--- config.mk ---
export PLATFORM = sky130hd
export DESIGN_NAME = fifo_ram_dma
export DESIGN_NICKNAME = d
export VERILOG_FILES = /design/src/rtl/fifo_ram_dma_pkg.sv /design/src/rtl/fifo_ram_dma_ram_wr_arb.sv /design/src/rtl/fifo_ram_dma.sv
export SDC_FILE = /design/constraint.sdc
export NUM_CORES = 1
export LEC_CHECK = 0
export ABC_CLOCK_PERIOD_IN_PS = 5500
export BUFFER_PORTS_ARGS = -buffer_cell sky130_fd_sc_hd__buf_2
export CORE_MARGIN = 1.5
export CORE_UTILIZATION = 35
export CTS_CLUSTER_DIAMETER = 50
export DETAILED_ROUTE_END_ITERATION = 10
export PLACE_DENSITY_LB_ADDON = 0.05
export RECOVER_POWER = 100
export SLEW_MARGIN = 20
export SYNTH_ARGS = -nofsm -noshare
export SYNTH_HDL_FRONTEND = slang
export SYNTH_HIERARCHICAL = 1
export SYNTH_SLANG_ARGS = --single-unit
--- constraint.sdc ---
create_clock -name clk -period 5.5 [get_ports clk]
set_input_delay 1.1 -clock clk [delete_from_list [all_inputs] [get_ports clk]]
set_output_delay 1.1 -clock clk [all_outputs]
set_load 0.03 [all_outputs]
--- src/rtl/fifo_ram_dma_pkg.sv ---
// Shared types and sizes for the FIFO-to-RAM DMA block.
//   DW        : word width of FIFO and RAM
//   AW        : RAM address width
//   RAM_DEPTH : number of RAM words (2^AW)
//   state_e   : DMA sequencer states
package fifo_ram_dma_pkg;

   localparam int unsigned DW        = 16;
   localparam int unsigned AW        = 7;
   localparam int unsigned RAM_DEPTH = 1 << AW;

   typedef enum logic [2:0] {
      IDLE = 3'd0,
      POP  = 3'd1,
      CAPT = 3'd2,
      WR   = 3'd3,
      FIN  = 3'd4
   } state_e;

endpackage

--- src/rtl/fifo_ram_dma_ram_wr_arb.sv ---
// Fixed-priority two-requester RAM write mux; the high-priority side always wins.
//   hi_req/hi_addr/hi_data : high-priority requester (SPI side)
//   lo_req/lo_addr/lo_data : low-priority requester (DMA side)
//   wreq_c/waddr_c/wdata_c : combinational RAM write port
module ram_wr_arb
   import fifo_ram_dma_pkg::*;
#(
   parameter int unsigned DATA_W = DW,
   parameter int unsigned ADDR_W = AW
) (
   input  logic              hi_req,
   input  logic [ADDR_W-1:0] hi_addr,
   input  logic [DATA_W-1:0] hi_data,
   input  logic              lo_req,
   input  logic [ADDR_W-1:0] lo_addr,
   input  logic [DATA_W-1:0] lo_data,
   output logic              wreq_c,
   output logic [ADDR_W-1:0] waddr_c,
   output logic [DATA_W-1:0] wdata_c
);

   always_comb begin
      wreq_c  = lo_req;
      waddr_c = lo_addr;
      wdata_c = lo_data;
      if (hi_req) begin
         wreq_c  = 1'b1;
         waddr_c = hi_addr;
         wdata_c = hi_data;
      end
   end

endmodule

--- src/rtl/fifo_ram_dma.sv ---
// Moves cfg_len words from the SPI write FIFO into RAM starting at cfg_base,
// sharing the RAM write port with the SPI side (SPI has priority).
//   clk, rst_n                    : clock, async active-low reset
//   cfg_start/cfg_abort           : control pulses
//   cfg_base/cfg_len              : transfer setup
//   busy/done/aborted/xfer_cnt    : status
//   fifo_rreq/fifo_rdata/rempty   : FIFO read port (data valid cycle after rreq)
//   spi_wreq/spi_waddr/spi_wdata  : SPI-side RAM write request
//   ram_wreq/ram_waddr/ram_wdata  : muxed RAM write port
module fifo_ram_dma
   import fifo_ram_dma_pkg::*;
(
   input  logic          clk,
   input  logic          rst_n,
   input  logic          cfg_start,
   input  logic          cfg_abort,
   input  logic [AW-1:0] cfg_base,
   input  logic [AW:0]   cfg_len,
   output logic          busy,
   output logic          done,
   output logic          aborted,
   output logic [AW:0]   xfer_cnt,
   output logic          fifo_rreq,
   input  logic [DW-1:0] fifo_rdata,
   input  logic          fifo_rempty,
   input  logic          spi_wreq,
   input  logic [AW-1:0] spi_waddr,
   input  logic [DW-1:0] spi_wdata,
   output logic          ram_wreq,
   output logic [AW-1:0] ram_waddr,
   output logic [DW-1:0] ram_wdata
);

   state_e        state_q, state_d;
   logic [AW-1:0] addr_q, addr_d;
   logic [AW:0]   rem_q, rem_d;
   logic [AW:0]   cnt_q, cnt_d;
   logic [DW-1:0] hold_q, hold_d;
   logic          busy_q, busy_d;
   logic          done_q, done_d;
   logic          abrt_q, abrt_d;
   logic [AW:0]   len_eff_c;
   logic          dma_we_c;
   logic          fifo_rreq_c;

   // Lengths beyond the RAM depth would only rewrite the same locations; clamp them.
   always_comb begin
      len_eff_c = cfg_len;
      if (cfg_len > (AW+1)'(RAM_DEPTH)) len_eff_c = (AW+1)'(RAM_DEPTH);
   end

   // Sequencer next-state, datapath updates and combinational strobes.
   always_comb begin
      state_d     = state_q;
      addr_d      = addr_q;
      rem_d       = rem_q;
      cnt_d       = cnt_q;
      hold_d      = hold_q;
      abrt_d      = abrt_q;
      dma_we_c    = 1'b0;
      fifo_rreq_c = 1'b0;

      // Abort pre-empts every busy-state action, dropping any popped word.
      if (cfg_abort && (state_q inside {POP, CAPT, WR})) begin
         state_d = FIN;
         abrt_d  = 1'b1;
      end else begin
         unique case (state_q)
            IDLE: begin
               if (cfg_start) begin
                  cnt_d  = '0;
                  abrt_d = 1'b0;
                  if (len_eff_c != '0) begin
                     addr_d  = cfg_base;
                     rem_d   = len_eff_c;
                     state_d = POP;
                  end else begin
                     state_d = FIN;
                  end
               end
            end
            POP: begin
               if (!fifo_rempty) begin
                  fifo_rreq_c = 1'b1;
                  state_d     = CAPT;
               end
            end
            CAPT: begin
               hold_d  = fifo_rdata;
               state_d = WR;
            end
            WR: begin
               if (!spi_wreq) begin
                  dma_we_c = 1'b1;
                  addr_d   = addr_q + AW'(1);
                  cnt_d    = cnt_q + (AW+1)'(1);
                  rem_d    = rem_q - (AW+1)'(1);
                  state_d  = (rem_q == (AW+1)'(1)) ? FIN : POP;
               end
            end
            FIN:     state_d = IDLE;
            default: state_d = IDLE;
         endcase
      end

      busy_d = state_d inside {POP, CAPT, WR};
      done_d = (state_d == FIN);
   end

   always_ff @(posedge clk or negedge rst_n) begin
      if (!rst_n) begin
         state_q <= IDLE;
         addr_q  <= '0;
         rem_q   <= '0;
         cnt_q   <= '0;
         hold_q  <= '0;
         busy_q  <= 1'b0;
         done_q  <= 1'b0;
         abrt_q  <= 1'b0;
      end else begin
         state_q <= state_d;
         addr_q  <= addr_d;
         rem_q   <= rem_d;
         cnt_q   <= cnt_d;
         hold_q  <= hold_d;
         busy_q  <= busy_d;
         done_q  <= done_d;
         abrt_q  <= abrt_d;
      end
   end

   assign busy      = busy_q;
   assign done      = done_q;
   assign aborted   = abrt_q;
   assign xfer_cnt  = cnt_q;
   assign fifo_rreq = fifo_rreq_c;

   ram_wr_arb #(
      .DATA_W (DW),
      .ADDR_W (AW)
   ) u_arb (
      .hi_req  (spi_wreq),
      .hi_addr (spi_waddr),
      .hi_data (spi_wdata),
      .lo_req  (dma_we_c),
      .lo_addr (addr_q),
      .lo_data (hold_q),
      .wreq_c  (ram_wreq),
      .waddr_c (ram_waddr),
      .wdata_c (ram_wdata)
   );

endmodule

=== After elaboration in Yosys (flattened, before gate mapping) ===
Index checks and enable logic that the tools add are counted.

* Register bits: 45
* Input port bits: 60
* Output and inout bits: 36
* Logic and storage cells: 66

* $add $sub $neg: 3
* $lt $le $gt $ge: 1
* Equal/unequal tests: 11
* Muxes and demuxes: 30
* Bitwise logic cells: 1
* Reduce and logical (&&, ||, !) cells: 12

{| class="wikitable"
|+ Operators by type and width
! cell !! number
|-
| $mux 8 || 6
|-
| $pmux 8 s2 || 2
|-
| $mux 7 || 4
|-
| $mux 3 || 6
|-
| $mux 16 || 1
|-
| $pmux 7 s2 || 1
|-
| $eq 3x2->1 const B || 4
|-
| $pmux 3 s4 || 1
|-
| $mux 1 || 9
|-
| $add 8x1->8 const B || 1
|-
| $eq 8x1->1 const B || 1
|-
| $gt 8x8->1 const B || 1
|-
| $reduce_bool 8->1 || 1
|-
| $sub 8x1->8 const B || 1
|-
| $add 7x1->7 const B || 1
|-
| $eq 3x1->1 const B || 2
|-
| $ne 2x2->1 const B || 3
|-
| $reduce_bool 2->1 || 3
|-
| $reduce_bool 3->1 || 2
|-
| $reduce_and 5->1 || 1
|-
| $reduce_and 2->1 || 2
|-
| $reduce_and 4->1 || 1
|-
| $eq 3x3->1 const B || 1
|-
| $logic_not 3->1 || 1
|-
| other kinds (2) || 2
|}

=== Longest topological paths before layout ===
* Depth in word-level cells: 9
* Gate-level depth with buffers: 7
* Mapped depth without buffers: 6

=== Modules after synthesis ===
The synthesis kept the hierarchy.

{| class="wikitable"
|+ By module, submodules not included
! module !! instances !! cells each !! area each (um^2) !! seq. area each (um^2)
|-
| fifo_ram_dma || 1 || 230 || 2311.0 || 1126.1
|-
| ram_wr_arb || 1 || 27 || 387.9 || 0.0
|}

=== Worst setup path before layout ===
OpenSTA, ideal clock, no wires.

* Kind: in2out
* Start: input port cfg_start
* End: output port fifo_rreq
* Arrival time: 2.196 ns
* Required time: 4.400 ns
* Path slack: 2.204 ns
* Cell stages on the path: 4
* Buffers on the path: 0
* Cell sequence: or3b_1 nor2_1 a221oi_2 and2b_2

{| class="wikitable"
|+ RTL lines
! what !! line !! text
|-
| start, declared || fifo_ram_dma.sv:15 || <nowiki>input logic cfg_start,</nowiki>
|-
| end, declared || fifo_ram_dma.sv:23 || <nowiki>output logic fifo_rreq,</nowiki>
|}

==> flow_summary.ini <==
[clocking]
numClockSinks = 45
cts.repair.resized = 0
clock_latency_ps = 290
htree_levels = 2
clk_pin_slew_ps = 80
postCtsSetupRepairBufs = 0
cts_tree = yes
postCtsHoldBufs = 0
cts.path.max_buffers = 2
cts_inserted_buffers = 5
cts-root-buf = clkbuf_8

[timing]
fmax_mhz = 234
hold-worst-slack_ps = 503
finalCritPeriodShare_pct = 77.8
setup_viol = 0
relSlewSlack_pct = -65.5
tightest_slew_ps = 2480
hold_viol = 0
slew_violations = 75
skew_ps = 5.08
final.min_clock_period_ps = 4280
rsz0062_at_grt = no
tns_ps = 0

[synth]
synth_most_common_cell = dfrtp_1
synthFlopType = dfrtp_1
syn_inst = 257
synth.cell_area_um2 = 2700
synth_seq_area_share_pct = 41.7
synth_seq_cells = 45
synthArstFlopShare_pct = 100
avgSynthCellArea_um2 = 10.5
syn_nets = 321
synthTopCellsByArea = dfrtp_1 (42%), mux2_4 (11%), mux2_2 (9.2%)
synth_top_cell_area_share_pct = 41.7
netlist-cell-type-count = 47
synth.top_cells.by_count = dfrtp_1 (45), a21oi_1 (23), mux2_2 (22), mux2_4 (19), a31oi_1 (15)
ys_warn_count = 6
synth_enable_flop_cells = 0
netlist.top_cell.by_area = dfrtp_1

[drt]
drt-wirelength-per-cell_um = 14.5
ant_nets = 0
first_iter_violations = 56
vias = 2262
dr.pass1.iters = 4
post_drt_via_cell_ratio = 5.08
route.detailed.drc = 0
routed_wirelength_um = 6460

[grt]
grt_max_degree = 46
grt_pass1_vias = 2065
overflow = 0
grt_antenna_before_repair = 0
grt_pass1_wl_um = 10200
grtUsageTotal_pct = 15.2

[layout]
final_layout_size_suffix_gt1_share_pct = 32.9
fin_cells = 445
area_growth_pct = 19.1
nets = 410
ff_latch_area_um2 = 1130
n_fill_cell = 775
multi_input_area_um2 = 1370
n_antenna_cell = 0
fin_util_pct = 43.6

[placed_design]
gp_congestion = 0.777
dp_hpwl_um = 4540
place.port_buffers = 95
dpl.cell_count = 438

[floorplan]
rows = 31
core_um2 = 7370
die_area_um2 = 8250
pin_count = 96
die_x_um = 90.8
die_y_um = 90.8
initial_core_util_pct = 36.6

[run_status]
violations = capacitance limit, slew limit
outcome = finished, violations left

[setup_path]
critPathMaxFanout = 28
endpoint_kind = primary output
cp-start-kind = primary input
worst_ep_required_time_ps = 4400
crit_arrival_ps = 3180
critical_path_class = primary input to primary output

[hold_path]
hold_class = flip-flop to flip-flop

[flow_run]
cap_violations = 2

[power_and_ir_drop]
power_density_nw_per_um2 = 437
cellLeakagePower_nw = 1.44
peakVddDrop_mv = 0.177
power_w = 0.00141
[area by class of cell]
cell class | instances | share of cell area [%]
inverter | 9 | 1.05
multi-input combinational | 187 | 42.5
clock inverter | 2 | 1.09
timing repair buffer | 98 | 14.4
clock buffer | 5 | 2.14
sequential | 45 | 35.0
tap | 99 | 3.85
[power by group]
part,switching [W],leakage (nW),internal (W)
Sequential,0.000119,0.562,0.000461
Combinational,0.000342,0.822,0.000241
Clock,0.000112,0.0540,0.000132
[sequential cells by signal, summed over array words and instances (netlist names)]
| signal | count |
|---|---|
| aborted | 1 |
| hold_q | 16 |
| done | 1 |
| addr_q | 7 |
| state_q | 3 |
| xfer_cnt | 8 |
| busy | 1 |
| rem_q | 8 |
[logic make-up after synthesis]
group / Yosys count / synth area share [%]
multiplexers: 41 / 19.7
flip-flops: 45 / 41.7
adder cells (fa/ha/maj): 4 / 1.85
buffers and inverters: 25 / 5.05
AO/OA/AOI/OAI: 73 / 17.4
AND/OR/NAND/NOR: 69 / 14.2
[per-stage QoR]
stage | area (um^2) | worst slack [ps]
CTS | 3320 | 1750
floorplan | 2700 | 2200
global route | 3220 | 1050
detailed placement | 3220 | 1760
finish | 3220 | 1220
global placement | 3220 | 1800
[per-layer routing]
metal	GRT usage, %	routed length (um)
met1	20.6	3160
met2	24.3	2860
met3	3.37	385
met4	4.04	52
met5	0	0
[final timing paths]
| path | start | endpoint | slack, ps | cells past startpoint |
|---|---|---|---|---|
| max | spi_wreq | fifo_rreq | 1220 | 6 |
| min | hold_q[14]$_DFFE_PN0P_ | hold_q[14]$_DFFE_PN0P_ | 500 | 1 |
| max reg2reg | state_q[0]$_DFF_PN0_ | rem_q[1]$_DFFE_PN0P_ | 2920 | 4 |
| min reg2reg | hold_q[14]$_DFFE_PN0P_ | hold_q[14]$_DFFE_PN0P_ | 500 | 1 |
| max in group asynchronous | rst_n | hold_q[14]$_DFFE_PN0P_ | 2440 | 2 |
| min in group asynchronous | rst_n | busy$_DFF_PN0_ | 1660 | 2 |
[worst max-delay path: stages]
cell,delay [ps]
clkbuf_1,1080
nand2b_1,250
a22o_1,140
nand2_1,90
and2b_2,230
clkbuf_1,300
[layout by cell type (no fill, tap or decap), types with 2 or more instances in the layout]
cell	count
nor4_1	2
a31oi_1	15
o31ai_1	8
mux2_2	22
a22o_1	2
dfrtp_1	45
or4_1	3
mux2_1	19
o22ai_1	2
clkbuf_1	22
o32ai_1	2
nand3_1	11
o21ai_0	9
nand2_1	14
o2bb2ai_1	2
o21ba_2	2
nor2_1	12
buf_2	76
a21oi_1	23
clkbuf_8	5
inv_1	9
a2bb2oi_1	2
and3_1	4
ha_1	4
nand2b_1	4
nor3_1	2
a21o_1	2
or3_1	4
Power figures use the tool's default switching activity.
